## src/rtl/fp_complex_mac_sequencer.sv

```systemverilog
// fp_complex_mac_sequencer: feeds len complex pairs through an external iterative multiplier and sums the products (FP_CMAC_CONJ_EN: sum a*conj(b))
module fp_complex_mac_sequencer #(
  parameter int n = 32,
  parameter int d = 16,
  parameter int len = 8
) (
  input  logic         clk,
  input  logic         reset,
  input  logic         recv_val,
  output logic         recv_rdy,
  input  logic [n-1:0] ar,
  input  logic [n-1:0] ac,
  input  logic [n-1:0] br,
  input  logic [n-1:0] bc,
  output logic         send_val,
  input  logic         send_rdy,
  output logic [n-1:0] sr,
  output logic [n-1:0] sc,
  output logic         mul_recv_val,
  input  logic         mul_recv_rdy,
  output logic [n-1:0] mul_ar,
  output logic [n-1:0] mul_ac,
  output logic [n-1:0] mul_br,
  output logic [n-1:0] mul_bc,
  input  logic         mul_send_val,
  output logic         mul_send_rdy,
  input  logic [n-1:0] mul_cr,
  input  logic [n-1:0] mul_cc
);
  localparam int cw = $clog2(len + 1);
  typedef enum logic [1:0] {IDLE, ISSUE, WAIT, DONE} state_t;
  state_t state, state_nxt;
  logic [cw-1:0] count;
  logic [n-1:0] acc_r, acc_c, op_ar, op_ac, op_br, op_bc;
  logic last;
  if (len < 1 || d < 0 || d >= n) begin : g_bad_params
    $error("fp_complex_mac_sequencer: need len >= 1 and 0 <= d < n");
  end
  assign last = count == cw'(len - 1);
  // state register
  always_ff @(posedge clk)
    state <= reset ? IDLE : state_nxt;
  // next-state: one term per IDLE->ISSUE->WAIT loop, DONE after the len-th product
  always_comb begin
    state_nxt = state;
    case (state)
      IDLE:    state_nxt = recv_val ? ISSUE : IDLE;
      ISSUE:   state_nxt = mul_recv_rdy ? WAIT : ISSUE;
      WAIT:    state_nxt = mul_send_val ? (last ? DONE : IDLE) : WAIT;
      default: state_nxt = send_rdy ? IDLE : DONE;
    endcase
  end
  // handshake outputs decoded from registered state only
  always_comb begin
    recv_rdy     = state == IDLE;
    mul_recv_val = state == ISSUE;
    mul_send_rdy = state == WAIT;
    send_val     = state == DONE;
  end
  // operand capture, accumulation and per-block clear
  always_ff @(posedge clk)
    if (reset) begin
      op_ar <= '0;
      op_ac <= '0;
      op_br <= '0;
      op_bc <= '0;
      acc_r <= '0;
      acc_c <= '0;
      count <= '0;
    end else begin
      if (state == IDLE && recv_val) begin
        op_ar <= ar;
        op_ac <= ac;
        op_br <= br;
`ifdef FP_CMAC_CONJ_EN
        op_bc <= -bc;
`else
        op_bc <= bc;
`endif
      end
      if (state == WAIT && mul_send_val) begin
        acc_r <= acc_r + mul_cr;
        acc_c <= acc_c + mul_cc;
        count <= count + 1'b1;
      end
      if (state == DONE && send_rdy) begin
        acc_r <= '0;
        acc_c <= '0;
        count <= '0;
      end
    end
  assign mul_ar = op_ar;
  assign mul_ac = op_ac;
  assign mul_br = op_br;
  assign mul_bc = op_bc;
  assign sr = acc_r;
  assign sc = acc_c;
endmodule

```

## config.mk

```make
export PLATFORM = sky130hd
export DESIGN_NAME = fp_complex_mac_sequencer
export DESIGN_NICKNAME = d
export VERILOG_FILES = /design/src/rtl/fp_complex_mac_sequencer.sv
export SDC_FILE = /design/constraint.sdc
export NUM_CORES = 1
export LEC_CHECK = 0
export CELL_PAD_IN_SITES_DETAIL_PLACEMENT = 1
export CELL_PAD_IN_SITES_GLOBAL_PLACEMENT = 1
export CORE_UTILIZATION = 28
export CTS_CLUSTER_DIAMETER = 50
export DETAILED_ROUTE_END_ITERATION = 16
export PLACE_DENSITY_LB_ADDON = 0.15
export SYNTH_ARGS = -nofsm -noshare
export SYNTH_HDL_FRONTEND = slang
export SYNTH_SLANG_ARGS = --single-unit
```

## constraint.sdc

```tcl
create_clock -name clk -period 3.3 [get_ports clk]
set_input_delay 0.99 -clock clk [delete_from_list [all_inputs] [get_ports clk]]
set_output_delay 0.99 -clock clk [all_outputs]
set_load 0.02 [all_outputs]
```

# Yosys cells after proc, flatten, opt, wreduce, memory -nomap -nowiden
# Cells that the tools add are included.
# totals
ff_bits	198
in_bits	198
output_inout_bits	196
word_cells	26
# op_classes
n_addsub	3
n_eq_ne	4
muxes	6
reduce_logical	5
# ops
op	n
$add A32 B32 Y32	2
$mux W2	4
$pmux W2 S3	1
$add A4 B1 Y4 const B	1
$eq A2 B2 Y1 const B	2
$eq A4 B3 Y1 const B	1
$logic_and A1 B1 Y1	3
$eq A2 B1 Y1 const B	1
$logic_not A2 Y1	1
$reduce_or A2 Y1	1
$mux W1	1

# Logic depth before layout (Yosys ltp)
# depth
word_depth	4
mapped_depth	10
ltp_nobuf	10

# Worst setup path after synthesis
# OpenSTA, ideal clock, no wires.
# synth_path
path_kind	input to register
start	input mul_cc[0]
end	register acc_c[26], in the netlist sc[26]
setup_ns	0.079
arrival_ns	3.084
required_time_ns	3.221
path_slack_ns	0.137
cell_stages	10
path_buffers	0
path_cell_list	ha_1 fa_1 a21oi_1 o22ai_1 o21ai_1 o211ai_1 a41oi_1 nor2_1 mux2_1 o211ai_1
# synth_via
elab_chain_cells	1
# synth_lines
element	line_no	source
from (decl)	28	input logic [n-1:0] mul_cc
$add A32 B32 Y32	83	acc_c <= acc_c + mul_cc;
to (signal assigned)	83	
to (decl)	34	logic [n-1:0] acc_r, acc_c, op_ar, op_ac, op_br, op_bc;
# Every way passes these cells.
# A chain may end at the register's enable or synchronous reset.

# Final worst setup path
# layout_path
start	input mul_cr[0]
end	register acc_r[30], in the netlist sr[30]
# layout_via
elab_chain_cells	1
# layout_lines
element	line_no	source
from (decl)	27	input logic [n-1:0] mul_cr,
$add A32 B32 Y32	82	acc_r <= acc_r + mul_cr;
to (signal assigned)	82	
to (decl)	34	
# Every way passes these cells.

==> impl_metrics.py <==
metrics = {
    "grt": {
        "grt.total_usage_pct": 21.3,
        "busiest_layer": "met2",
        "met3_usage_pct": 5.26,
        "use_met2_pct": 36.5,
        "grt_pass1_vias": 10939,
        "grt_pass1_wl_mm": 61.0,
        "grt_overflow": 0,
        "antenna_found_initial": 3,
        "use_met1_pct": 26.1,
        "grt_max_degree": 130,
    },
    "die": {
        "rows": 69,
        "start_util_pct": 28.4,
        "core_area_mm2": 0.0355,
        "die_height_um": 192,
        "pin_count": 394,
        "die_area_mm2": 0.0368,
        "dieWidth_um": 192,
    },
    "synthesis": {
        "synth.avg_cell_area_um2": 7.64,
        "synthTopCellsByArea": "dfxtp_1 39%, nand2_1 14%, a21oi_1 12%",
        "ys_warn_count": 0,
        "seq_area_frac_synth_pct": 39.3,
        "synth-edff-count": 0,
        "yosysMostFrequentCell": "nand2_1",
        "netlist_instances": 1321,
        "synthTopCellsByCount": "387 x nand2_1, 238 x a21oi_1, 198 x dfxtp_1",
        "synth_area_mm2": 0.0101,
        "yosys.cell_types.count": 63,
        "yosysTopAreaCell": "dfxtp_1",
        "syn-num-nets": 1584,
        "yosysTopAreaCellShare_pct": 39.3,
        "ys_ff_latch": 198,
        "synth-main-ff-cell": "dfxtp_1",
        "synthArstFlopShare_pct": 0,
    },
    "pwr": {
        "leakage_nw": 6.30,
        "swShare_pct": 30.9,
        "switchingPower_w": 0.00197,
        "peakVddDrop_mv": 0.373,
        "power.density_mw_per_mm2": 396,
        "clock_power_share_pct": 34.3,
        "pwr-share-comb_pct": 24.7,
        "p_int_w": 0.00440,
        "power_frac_seq_pct": 40.9,
        "power_w": 0.00636,
    },
    "sta": {
        "hold_viol": 0,
        "slew_headroom_pct": 30.2,
        "rsz0062_at_grt": "false",
        "finClkSkew_ps": 12.2,
        "drv_slew": 0,
        "period_share_pct": 96.7,
        "worst_pin_slew_ps": 1040,
        "clock.fmax_ghz": 0.313,
        "finalSetupViolCount": 0,
        "min_period_ps": 3190,
        "setup_tns_ps": 0,
        "timing.final.ws_setup_ps": 110,
    },
    "placed_design": {
        "place_congestion": 0.848,
        "preCtsSetupSlack_ps": -634,
        "port_buffers": 393,
        "hpwlAfterDp_mm": 30.8,
        "post_dp_cell_area_mm2": 0.0154,
    },
    "detailed_routing": {
        "routed_wl_mm": 40.5,
        "vias": 11120,
        "drtAntennaViolNets": 0,
        "vias_per_cell": 4.90,
        "firstDrtPassIters": 5,
        "drt_iter0_drc": 422,
        "drc": 0,
        "routedWlPerCell_um": 17.8,
    },
    "clock_network": {
        "clock_sinks": 198,
        "cts.clk_slew.worst_paths_ps": 80,
        "clk-insertion-delay-late_ps": 450,
        "clockBufferDepth": 2,
        "tritoncts": "built",
        "htree_levels": 4,
        "cts_made_buffers": 17,
        "clk_root_buffer_cell": "clkbuf_16",
    },
    "cells_and_area": {
        "drive_above_1_share_pct": 11.0,
        "n_fill_cell": 4274,
        "final_cell_area_mm2": 0.0161,
        "area_growth_pct": 59.2,
        "final_nets": 2056,
    },
    "setup_path": {
        "critPathLaunchType": "primary input",
        "worstPathRequired_ps": 3630,
        "end_kind": "flip-flop",
        "cp_max_fo": 3,
        "path_class": "primary input to flip-flop",
        "cp.arrival_ps": 3520,
    },
    "status": {
        "outcome": "complete, no violations",
    },
    "hold_path": {
        "min-delay-path-class": "flip-flop to flip-flop",
    },
    "run": {
        "drv_cap": 0,
    },
}
-- worst paths after layout --
| kind | from | end | slack (ps) | depth (start not counted) |
|---|---|---|---|---|
| max | mul_cr[0] | sr[30] | 110 | 12 |
| min | mul_br[2] | mul_br[2] | 450 | 2 |
| max reg2reg | sr[0] | sr[30] | 720 | 11 |
| min reg2reg | mul_br[2] | mul_br[2] | 450 | 2 |
-- layout by cell type, fill, tap and decap left out, drive strengths merged, types with 7 or more instances in the layout --
cell / instances
and3: 7
nand4: 12
a211oi: 14
a31oi: 10
nor2: 45
ha: 63
xor2: 19
dfxtp: 198
nand2: 387
inv: 21
clkbuf: 19
o21ai: 52
o21bai: 11
a21oi: 239
xnor2: 31
nand3: 24
a21o: 21
o211ai: 10
nor3: 10
clkdlybuf4s50: 392
buf: 136
-- sequential cells by signal, summed over array words and instances (netlist names) --
register	flops
count	4
mul_ac	32
mul_ar	32
mul_bc	32
mul_br	32
sc	32
sr	32
state	2
-- metrics by stage --
step	cells	utilization, %	hold WS [ps]
6_report	2270	45.3	455
5_1_grt	2268	45.2	476
4_1_cts	2266	45.1	456
3_5_place_dp	2234	43.4	446
3_3_place_gp	2234	43.4	441
2_1_floorplan	1321	-	454
-- final cells by class --
class / count / area, µm² / area share, %
diodes: 3 / 7.51 / 0.0468
clock buffers: 19 / 453 / 2.82
clock inverters: 13 / 136 / 0.849
inverters: 15 / 56.3 / 0.351
multi-input cells: 1033 / 5860 / 36.5
flip-flops and latches: 198 / 3960 / 24.7
well taps: 461 / 577 / 3.59
repair buffers: 528 / 5010 / 31.2
-- metal layers --
metal	wire length (µm)	vias up
met4	708	2
li1	-	5496
met2	20100	252
met1	17200	5329
met3	2390	41
met5	13	-
-- power by group through the flow --
stage | combinational, W | sequential, W | clock, W
floorplan | 0.000567 | 0.00282 | 0
global placement | 0.00155 | 0.00266 | 0
detailed placement | 0.00157 | 0.00266 | 0
CTS | 0.00158 | 0.00261 | 0.00226
global route | 0.00170 | 0.00262 | 0.00235
finish | 0.00157 | 0.00261 | 0.00218
-- worst max-delay path: stages --
cell and delay, ps:
clkdlybuf4s50_1 410, ha_1 210, fa_2 390, a21oi_4 160
o211ai_1 160, a211oi_2 310, nor3_1 120, o21a_1 220
buf_4 140, a21oi_1 160, xor2_1 160, o21ai_1 70
-- logic make-up after synthesis --
kind of cell,synth area share [%]
AND/OR/NAND/NOR,21.4
adder cells (fa/ha/maj),8.21
flip-flops,39.3
multiplexers,0.422
XOR/XNOR,4.34
buffers and inverters,3.37
AO/OA/AOI/OAI,22.9
-- timing repair --
item	CTS	global route
pin swaps	0	7
hold buffers	0	0
gates cloned	0	0
setup buffers	0	1
gates resized for setup	2	9
setup endpoints to repair	3	10
No activity file was read; power rests on OpenSTA's default activity.
